`config.mk`:
```
export PLATFORM = sky130hd
export DESIGN_NAME = node_dispatch_flat
export DESIGN_NICKNAME = d
export VERILOG_FILES = /design/src/rtl/node_dispatch_pkg.sv /design/src/rtl/node_dispatch_if.sv /design/src/rtl/node_dispatch_fifo.sv /design/src/rtl/node_dispatch.sv /design/src/flat_wrapper.sv
export SDC_FILE = /design/constraint.sdc
export NUM_CORES = 1
export LEC_CHECK = 0
export ABC_AREA = 1
export ABC_CLOCK_PERIOD_IN_PS = 12700
export CAP_MARGIN = 20
export CORE_ASPECT_RATIO = 0.6
export CORE_MARGIN = 1.5
export CORE_UTILIZATION = 40
export DETAILED_ROUTE_END_ITERATION = 12
export MAX_ROUTING_LAYER = met4
export PLACE_DENSITY_LB_ADDON = 0.05
export SYNTH_ARGS = -nofsm -noshare
export SYNTH_HDL_FRONTEND = slang
export SYNTH_SLANG_ARGS = --single-unit
```
`constraint.sdc`:
```
create_clock -name clk -period 12.7 [get_ports clk]
set_input_delay 1.905 -clock clk [delete_from_list [all_inputs] [get_ports clk]]
set_output_delay 1.905 -clock clk [all_outputs]
set_load 0.005 [all_outputs]
```
`src/rtl/node_dispatch_pkg.sv`:
```
// Shared types, default sizing and the round-robin helper for the node_dispatch stage.
package node_dispatch_pkg;

    localparam int DEF_NUM_CHILDREN = 5;
    localparam int DEF_MAX_OUT      = 4;
    localparam int MAX_FANOUT       = 16;

    typedef enum logic [1:0] {
        ST_RUN   = 2'd0,
        ST_DRAIN = 2'd1,
        ST_DONE  = 2'd2
    } state_e;

    typedef struct packed {
        logic       found;
        logic [3:0] idx;
    } pick_t;

    // First set bit of elig, scanning upward from start and wrapping at n.
    function automatic pick_t rr_first(input logic [MAX_FANOUT-1:0] elig,
                                       input int n, input int start);
        pick_t res;
        int    j;
        res = '0;
        for (int i = 0; i < MAX_FANOUT; i++) begin
            if (i < n) begin
                j = start + i;
                if (j >= n) j = j - n;
                if (!res.found && elig[j]) begin
                    res.found = 1'b1;
                    res.idx   = 4'(j);
                end
            end
        end
        return res;
    endfunction

endpackage

```
`src/rtl/node_dispatch_if.sv`:
```
// Parent-side and child-side signal bundle of node_dispatch; master drives tokens, slave dispatches.
interface node_dispatch_if
    import node_dispatch_pkg::*;
#(
    parameter int NUM_CHILDREN = DEF_NUM_CHILDREN,
    parameter int DATA_W       = 16
);
    logic                    up_valid;
    logic                    up_ready;
    logic [DATA_W-1:0]       up_data;
    logic [NUM_CHILDREN-1:0] dn_valid;
    logic [NUM_CHILDREN-1:0] dn_ready;
    logic [DATA_W-1:0]       dn_data;
    logic [NUM_CHILDREN-1:0] cpl;
    logic [2:0]              cpl_cnt;
    logic                    flush;
    logic                    flush_done;
    logic                    cpl_err;

    modport master (
        output up_valid, up_data, dn_ready, cpl, flush,
        input  up_ready, dn_valid, dn_data, cpl_cnt, flush_done, cpl_err
    );

    modport slave (
        input  up_valid, up_data, dn_ready, cpl, flush,
        output up_ready, dn_valid, dn_data, cpl_cnt, flush_done, cpl_err
    );
endinterface

```
`src/rtl/node_dispatch_fifo.sv`:
```
// Two-entry input buffer; head is valid whenever empty is low.
module node_dispatch_fifo #(
    parameter int DATA_W = 16
) (
    input  logic              clk,
    input  logic              rst_n,
    input  logic              push,
    input  logic [DATA_W-1:0] wdata,
    input  logic              pop,
    output logic              full,
    output logic              empty,
    output logic [DATA_W-1:0] head
);
    logic [DATA_W-1:0] mem [2];
    logic              wr_ptr;
    logic              rd_ptr;
    logic [1:0]        count;

    always_ff @(posedge clk or negedge rst_n) begin
        if (!rst_n) begin
            wr_ptr <= 1'b0;
            rd_ptr <= 1'b0;
            count  <= 2'd0;
        end else begin
            if (push) wr_ptr <= ~wr_ptr;
            if (pop)  rd_ptr <= ~rd_ptr;
            case ({push, pop})
                2'b10:   count <= count + 2'd1;
                2'b01:   count <= count - 2'd1;
                default: count <= count;
            endcase
        end
    end

    // NOTE: storage is left unreset on purpose; count alone says which entries hold data.
    always_ff @(posedge clk) begin
        if (push) mem[wr_ptr] <= wdata;
    end

    assign head  = mem[rd_ptr];
    assign full  = (count == 2'd2);
    assign empty = (count == 2'd0);

endmodule

```
`src/rtl/node_dispatch.sv`:
```
// Round-robin, credit-limited dispatch of parent tokens to child instances, with drain/flush control.
module node_dispatch
    import node_dispatch_pkg::*;
#(
    parameter int NUM_CHILDREN = DEF_NUM_CHILDREN,
    parameter int DATA_W       = 16,
    parameter int MAX_OUT      = DEF_MAX_OUT
) (
    input logic            clk,
    input logic            rst_n,
    node_dispatch_if.slave bus
);
    localparam logic [1:0] S_RUN   = ST_RUN;
    localparam logic [1:0] S_DRAIN = ST_DRAIN;
    localparam logic [1:0] S_DONE  = ST_DONE;

    logic                    full, empty;
    logic [DATA_W-1:0]       head;
    logic [1:0]              state_q, state_d;
    logic [3:0]              rr_q, lock_idx_q, tgt;
    logic                    lock_q;
    logic [2:0]              credit_q [NUM_CHILDREN];
    logic [2:0]              cpl_cnt_q;
    logic                    cpl_err_q;
    logic [MAX_FANOUT-1:0]   elig;
    logic [NUM_CHILDREN-1:0] busy, cpl_ok, dn_vec, issue;
    pick_t                   pick;
    logic                    sel_valid, hs, push, up_ready;

    // NOTE: every always_comb output gets a default first so no path leaves it unassigned (no latch).
    always_comb begin
        elig   = '0;
        busy   = '0;
        cpl_ok = '0;
        for (int k = 0; k < NUM_CHILDREN; k++) begin
            elig[k]   = credit_q[k] < 3'(MAX_OUT);
            busy[k]   = credit_q[k] != 3'd0;
            cpl_ok[k] = bus.cpl[k] && busy[k];
        end
    end

    // A held dispatch keeps its target even if an earlier child frees a credit meanwhile.
    assign pick      = rr_first(elig, NUM_CHILDREN, int'(rr_q));
    assign tgt       = lock_q ? lock_idx_q : pick.idx;
    assign sel_valid = !empty && (lock_q || pick.found);
    assign dn_vec    = NUM_CHILDREN'(1) << tgt;
    assign hs        = sel_valid && |(bus.dn_ready & dn_vec);
    assign issue     = hs ? dn_vec : '0;
    assign up_ready  = !full && (state_q == S_RUN);
    assign push      = bus.up_valid && up_ready;

    node_dispatch_fifo #(.DATA_W(DATA_W)) u_fifo (
        .clk   (clk),
        .rst_n (rst_n),
        .push  (push),
        .wdata (bus.up_data),
        .pop   (hs),
        .full  (full),
        .empty (empty),
        .head  (head)
    );

    always_comb begin
        state_d = state_q;
        case (state_q)
            S_RUN:   if (bus.flush) state_d = S_DRAIN;
            S_DRAIN: if (empty && !(|busy)) state_d = S_DONE;
            S_DONE:  state_d = S_RUN;
            default: state_d = S_RUN;
        endcase
    end

    // NOTE: all state below updates with non-blocking assignments so every flop samples pre-edge values.
    always_ff @(posedge clk or negedge rst_n) begin
        if (!rst_n) begin
            state_q    <= S_RUN;
            rr_q       <= '0;
            lock_q     <= 1'b0;
            lock_idx_q <= '0;
            cpl_cnt_q  <= '0;
            cpl_err_q  <= 1'b0;
            for (int k = 0; k < NUM_CHILDREN; k++) credit_q[k] <= '0;
        end else begin
            state_q <= state_d;
            lock_q  <= sel_valid && !hs;
            if (sel_valid) lock_idx_q <= tgt;
            if (hs) rr_q <= (tgt == 4'(NUM_CHILDREN - 1)) ? 4'd0 : tgt + 4'd1;
            cpl_cnt_q <= 3'($countones(cpl_ok));
            if (|(bus.cpl & ~busy)) cpl_err_q <= 1'b1;
            for (int k = 0; k < NUM_CHILDREN; k++) begin
                if (issue[k] && !cpl_ok[k])      credit_q[k] <= credit_q[k] + 3'd1;
                else if (cpl_ok[k] && !issue[k]) credit_q[k] <= credit_q[k] - 3'd1;
            end
        end
    end

    assign bus.up_ready   = up_ready;
    assign bus.dn_valid   = sel_valid ? dn_vec : '0;
    assign bus.dn_data    = sel_valid ? head : '0;
    assign bus.cpl_cnt    = cpl_cnt_q;
    assign bus.flush_done = (state_q == S_DONE);
    assign bus.cpl_err    = cpl_err_q;

endmodule
```
`src/flat_wrapper.sv`:
```
// flat-port wrapper written by rule: the top's interface ports become plain ports
module node_dispatch_flat import node_dispatch_pkg::*;
#(
    parameter int NUM_CHILDREN = DEF_NUM_CHILDREN,
    parameter int DATA_W       = 16,
    parameter int MAX_OUT      = DEF_MAX_OUT
)
  (clk, rst_n, bus_up_valid, bus_up_data, bus_dn_ready, bus_cpl, bus_flush, bus_up_ready, bus_dn_valid, bus_dn_data, bus_cpl_cnt, bus_flush_done, bus_cpl_err);
  node_dispatch_if #(.NUM_CHILDREN(NUM_CHILDREN), .DATA_W(DATA_W)) bus_i ();
  input logic clk;
  input logic rst_n;
  input wire logic [$bits(bus_i.up_valid)-1:0] bus_up_valid;
  input wire logic [$bits(bus_i.up_data)-1:0] bus_up_data;
  input wire logic [$bits(bus_i.dn_ready)-1:0] bus_dn_ready;
  input wire logic [$bits(bus_i.cpl)-1:0] bus_cpl;
  input wire logic [$bits(bus_i.flush)-1:0] bus_flush;
  output wire logic [$bits(bus_i.up_ready)-1:0] bus_up_ready;
  output wire logic [$bits(bus_i.dn_valid)-1:0] bus_dn_valid;
  output wire logic [$bits(bus_i.dn_data)-1:0] bus_dn_data;
  output wire logic [$bits(bus_i.cpl_cnt)-1:0] bus_cpl_cnt;
  output wire logic [$bits(bus_i.flush_done)-1:0] bus_flush_done;
  output wire logic [$bits(bus_i.cpl_err)-1:0] bus_cpl_err;
  assign bus_i.up_valid = bus_up_valid;
  assign bus_i.up_data = bus_up_data;
  assign bus_i.dn_ready = bus_dn_ready;
  assign bus_i.cpl = bus_cpl;
  assign bus_i.flush = bus_flush;
  assign bus_up_ready = bus_i.up_ready;
  assign bus_dn_valid = bus_i.dn_valid;
  assign bus_dn_data = bus_i.dn_data;
  assign bus_cpl_cnt = bus_i.cpl_cnt;
  assign bus_flush_done = bus_i.flush_done;
  assign bus_cpl_err = bus_i.cpl_err;
  node_dispatch #(.NUM_CHILDREN(NUM_CHILDREN), .DATA_W(DATA_W), .MAX_OUT(MAX_OUT)) u_core (.clk(clk), .rst_n(rst_n), .bus(bus_i));
endmodule
```
==> metrics.txt <==
Syn Area/Cell 8.26 µm²; reg2reg path depth 29; Final Max Slew Viols 0; final instance area 5440 µm²; Synth-to-Final Area Change 23.5%; floorplan core area 10600 µm²; CP Capture Type primary output; drt wl/cell 15.0 µm; Final nets 659; WHS Path Cells 2; vias in the first global route 3648; filler cell count in the final layout 997; DR iter-0 viols 233; fin crit share 0.516; DR top layer met4; initial core utilization 0.414; Hold Vio Cnt, Final 0; crit path time final 6.55 ns; post-synthesis sequential area ratio 0.411; Worst slew margin 0.372; Final TNS setup 0 ns; slowest cell on the critical path dfrtp_1; Ant. Diodes 0; total wire length 11.1 mm; # setup viols final 0; startpoint types register; synthesized area 4400 µm²; GRT overflow 0; first-pass GRT wire length 18.8 mm; CTS Buf Count 9; multi-input logic area 2290 µm²; FF+latch area 1810 µm²; WL met2 4.40 mm; syn nets 596; status finished clean; vias 3744; CP max FO 12; library cells used by synthesis 39; Die H 84.3 µm; initial antenna violation count 0; MaxCap Viol Count 0; critical path class register to primary output; die area 11700 µm²; Worst Skew 0.00696 ns; CP max stage delay 0.60 ns; DRT Pass-1 Iters 5; gr usage total 0.212; CTS max path bufs 2; RSZ-0062 raised after global routing no; Post-DP HPWL 8.70 mm; crit path cell chain ha_1 -> inv_1 -> ha_1 -> a21oi_1 -> nand2_1 -> o21ai_1 -> nand3_1 -> a21boi_0 -> nand2_1 -> inv_1 -> nand3_1 -> nor2_1 -> nor2_1 -> nand2_1 -> nand2_1 -> a21oi_2 -> ha_1 -> inv_1 -> nor2_1 -> nand3_1 -> nor2_1 -> clkdlybuf4s50_1; CP required 10.80 ns; layout cell share with drive strength beyond 1 0.113; CTS H-tree lvls 3; Resize count post-CTS 0; Setup Buffers After CTS 0; Hold Buf Count CTS 0; Mapped Cells 533; Die X-Extent 138 µm; clock root cell clkbuf_16; YS warnings 0; antenna viol nets, final 0; Clock Pin Slew Worst Setup and Hold Paths 0.06 ns; largest net degree at the start of global routing 35; GPL Wtd Cong 0.902; met3 WL post-DR 733 µm; Yosys reg bits 66; fmax 153 MHz; DP Area 5140 µm²; row cnt 29; clock sinks 66; Hold/Removal Path Class register to register; wl on met1 5.82 mm; Slew @ Worst Pin 0.941 ns; Remaining DRCs 0; Worst Path Arrival 4.65 ns; number of port buffers 56; routed vias/inst 5.06; Ports 57; CTS tree yes; clk_lat worst skew 0.33 ns
-- flip-flops by register name (all words and copies together) (netlist names) --
name / count
u_core.lock_idx_q: 4
u_core.u_fifo.wr_ptr: 1
u_core.u_fifo.rd_ptr: 1
u_core.lock_q: 1
u_core.state_q: 2
u_core.rr_q: 4
u_core.bus.cpl_cnt: 3
u_core.credit_q: 15
u_core.u_fifo.count: 2
u_core.u_fifo.mem: 32
u_core.bus.cpl_err: 1
-- stage by stage --
stage	worst slack, ns	utilization	hold slack (ns)	instances
floorplan	7.73	-	0.442	533
global placement	6.54	0.483	0.456	724
detailed placement	6.59	0.483	0.463	724
CTS	6.20	0.511	0.479	740
global route	5.63	0.511	0.486	740
finish	6.15	0.511	0.478	740
-- routing by layer --
metal  track usage  vias to the layer above
li1              -                     1871
met1         0.318                     1754
met2         0.283                      106
met3        0.0496                       13
met4        0.0574                        0
met5             -                        -
-- Yosys cell counts --
library cell | n | area [µm²]
o21ai_1 | 6 | 30.0
nor2_2 | 7 | 43.8
a221oi_1 | 1 | 8.76
a21boi_0 | 1 | 7.51
nor2_1 | 40 | 150
nand3_1 | 41 | 205
nand2_8 | 1 | 20.0
nor2_4 | 2 | 22.5
xnor2_1 | 7 | 61.3
nor3_1 | 6 | 30.0
buf_2 | 2 | 10.0
o21ai_2 | 1 | 8.76
inv_1 | 64 | 240
o21ai_0 | 16 | 80.1
o21bai_1 | 1 | 7.51
a21oi_1 | 32 | 160
inv_2 | 8 | 30.0
o22ai_1 | 2 | 12.5
a21oi_2 | 2 | 17.5
nand2_1 | 133 | 499
dfrtp_1 | 34 | 851
clkinv_1 | 1 | 3.75
clkbuf_1 | 5 | 18.8
ha_1 | 26 | 325
nand2_2 | 11 | 68.8
fa_1 | 7 | 140
o21a_1 | 2 | 15.0
nand3b_1 | 2 | 15.0
o211ai_1 | 3 | 22.5
or2_0 | 1 | 6.26
xor2_1 | 11 | 96.3
nand3_2 | 5 | 50.1
nand4_1 | 9 | 56.3
nand2_4 | 3 | 33.8
a22oi_1 | 1 | 7.51
nand3_4 | 1 | 17.5
mux2_2 | 5 | 56.3
edfxtp_1 | 32 | 961
nand4_2 | 1 | 12.5
-- cells in the final DEF, fill, tap and decap left out, types with 5 or more instances in the layout --
cell type and n:
a21oi_1 32, clkbuf_16 9, clkdlybuf4s50_1 56, dfrtp_1 34, edfxtp_1 32, fa_1 7
ha_1 26, inv_1 64, inv_2 8, mux2_2 5, nand2_1 133, nand2_2 11
nand3_1 41, nand3_2 5, nand4_1 9, nor2_1 38, nor2_2 9, nor3_1 6
o21ai_0 16, o21ai_1 6, xnor2_1 7, xor2_1 11
-- final cells by class --
| class | instances | area share |
|---|---|---|
| clock inverter | 7 | 0.0140 |
| sequential | 66 | 0.333 |
| timing repair buffer | 59 | 0.107 |
| clock buffer | 9 | 0.0414 |
| inverter | 73 | 0.0504 |
| tap | 139 | 0.0320 |
| multi-input combinational | 387 | 0.422 |
-- cells by family (layout without fill, tap and decap cells) --
| kind of cell | Yosys count | after routing | synth area share |
|---|---|---|---|
| flops | 66 | 66 | 0.411 |
| compound gates | 68 | 68 | 0.0858 |
| simple gates | 263 | 263 | 0.280 |
| mux | 5 | 5 | 0.0128 |
| buf+inv | 80 | 148 | 0.0688 |
| fa+ha+maj | 33 | 33 | 0.106 |
| xor+xnor | 18 | 18 | 0.0358 |
-- worst paths after layout --
check                                                         to  slack [ns]                             start
worst max-delay path                             bus_dn_valid[2]        6.15        u_core.rr_q[2]$_DFFE_PN0N_
worst min-delay path            u_core.lock_idx_q[3]$_DFFE_PN0P_        0.48  u_core.lock_idx_q[3]$_DFFE_PN0P_
worst max register to register    u_core.credit_q[2]$_DFFE_PN0P_        7.34        u_core.rr_q[2]$_DFFE_PN0N_
worst min register to register  u_core.lock_idx_q[3]$_DFFE_PN0P_        0.48  u_core.lock_idx_q[3]$_DFFE_PN0P_
max in group asynchronous       u_core.lock_idx_q[3]$_DFFE_PN0P_       10.36                             rst_n
min in group asynchronous          u_core.state_q[0]$_DFFE_PN0P_        2.01                             rst_n
-- worst max-delay path, delay by kind of cell, from the launching register on --
| family | cells | cell delay [ns] |
|---|---|---|
| buf+inv | 4 | 0.72 |
| compound gates | 4 | 0.94 |
| simple gates | 11 | 1.23 |
| fa+ha+maj | 3 | 0.81 |
| flops | 1 | 0.60 |
Power is left out: the tool's default activity adds up to more than one toggle a clock period on the data nets, which glitch-free logic cannot reach.
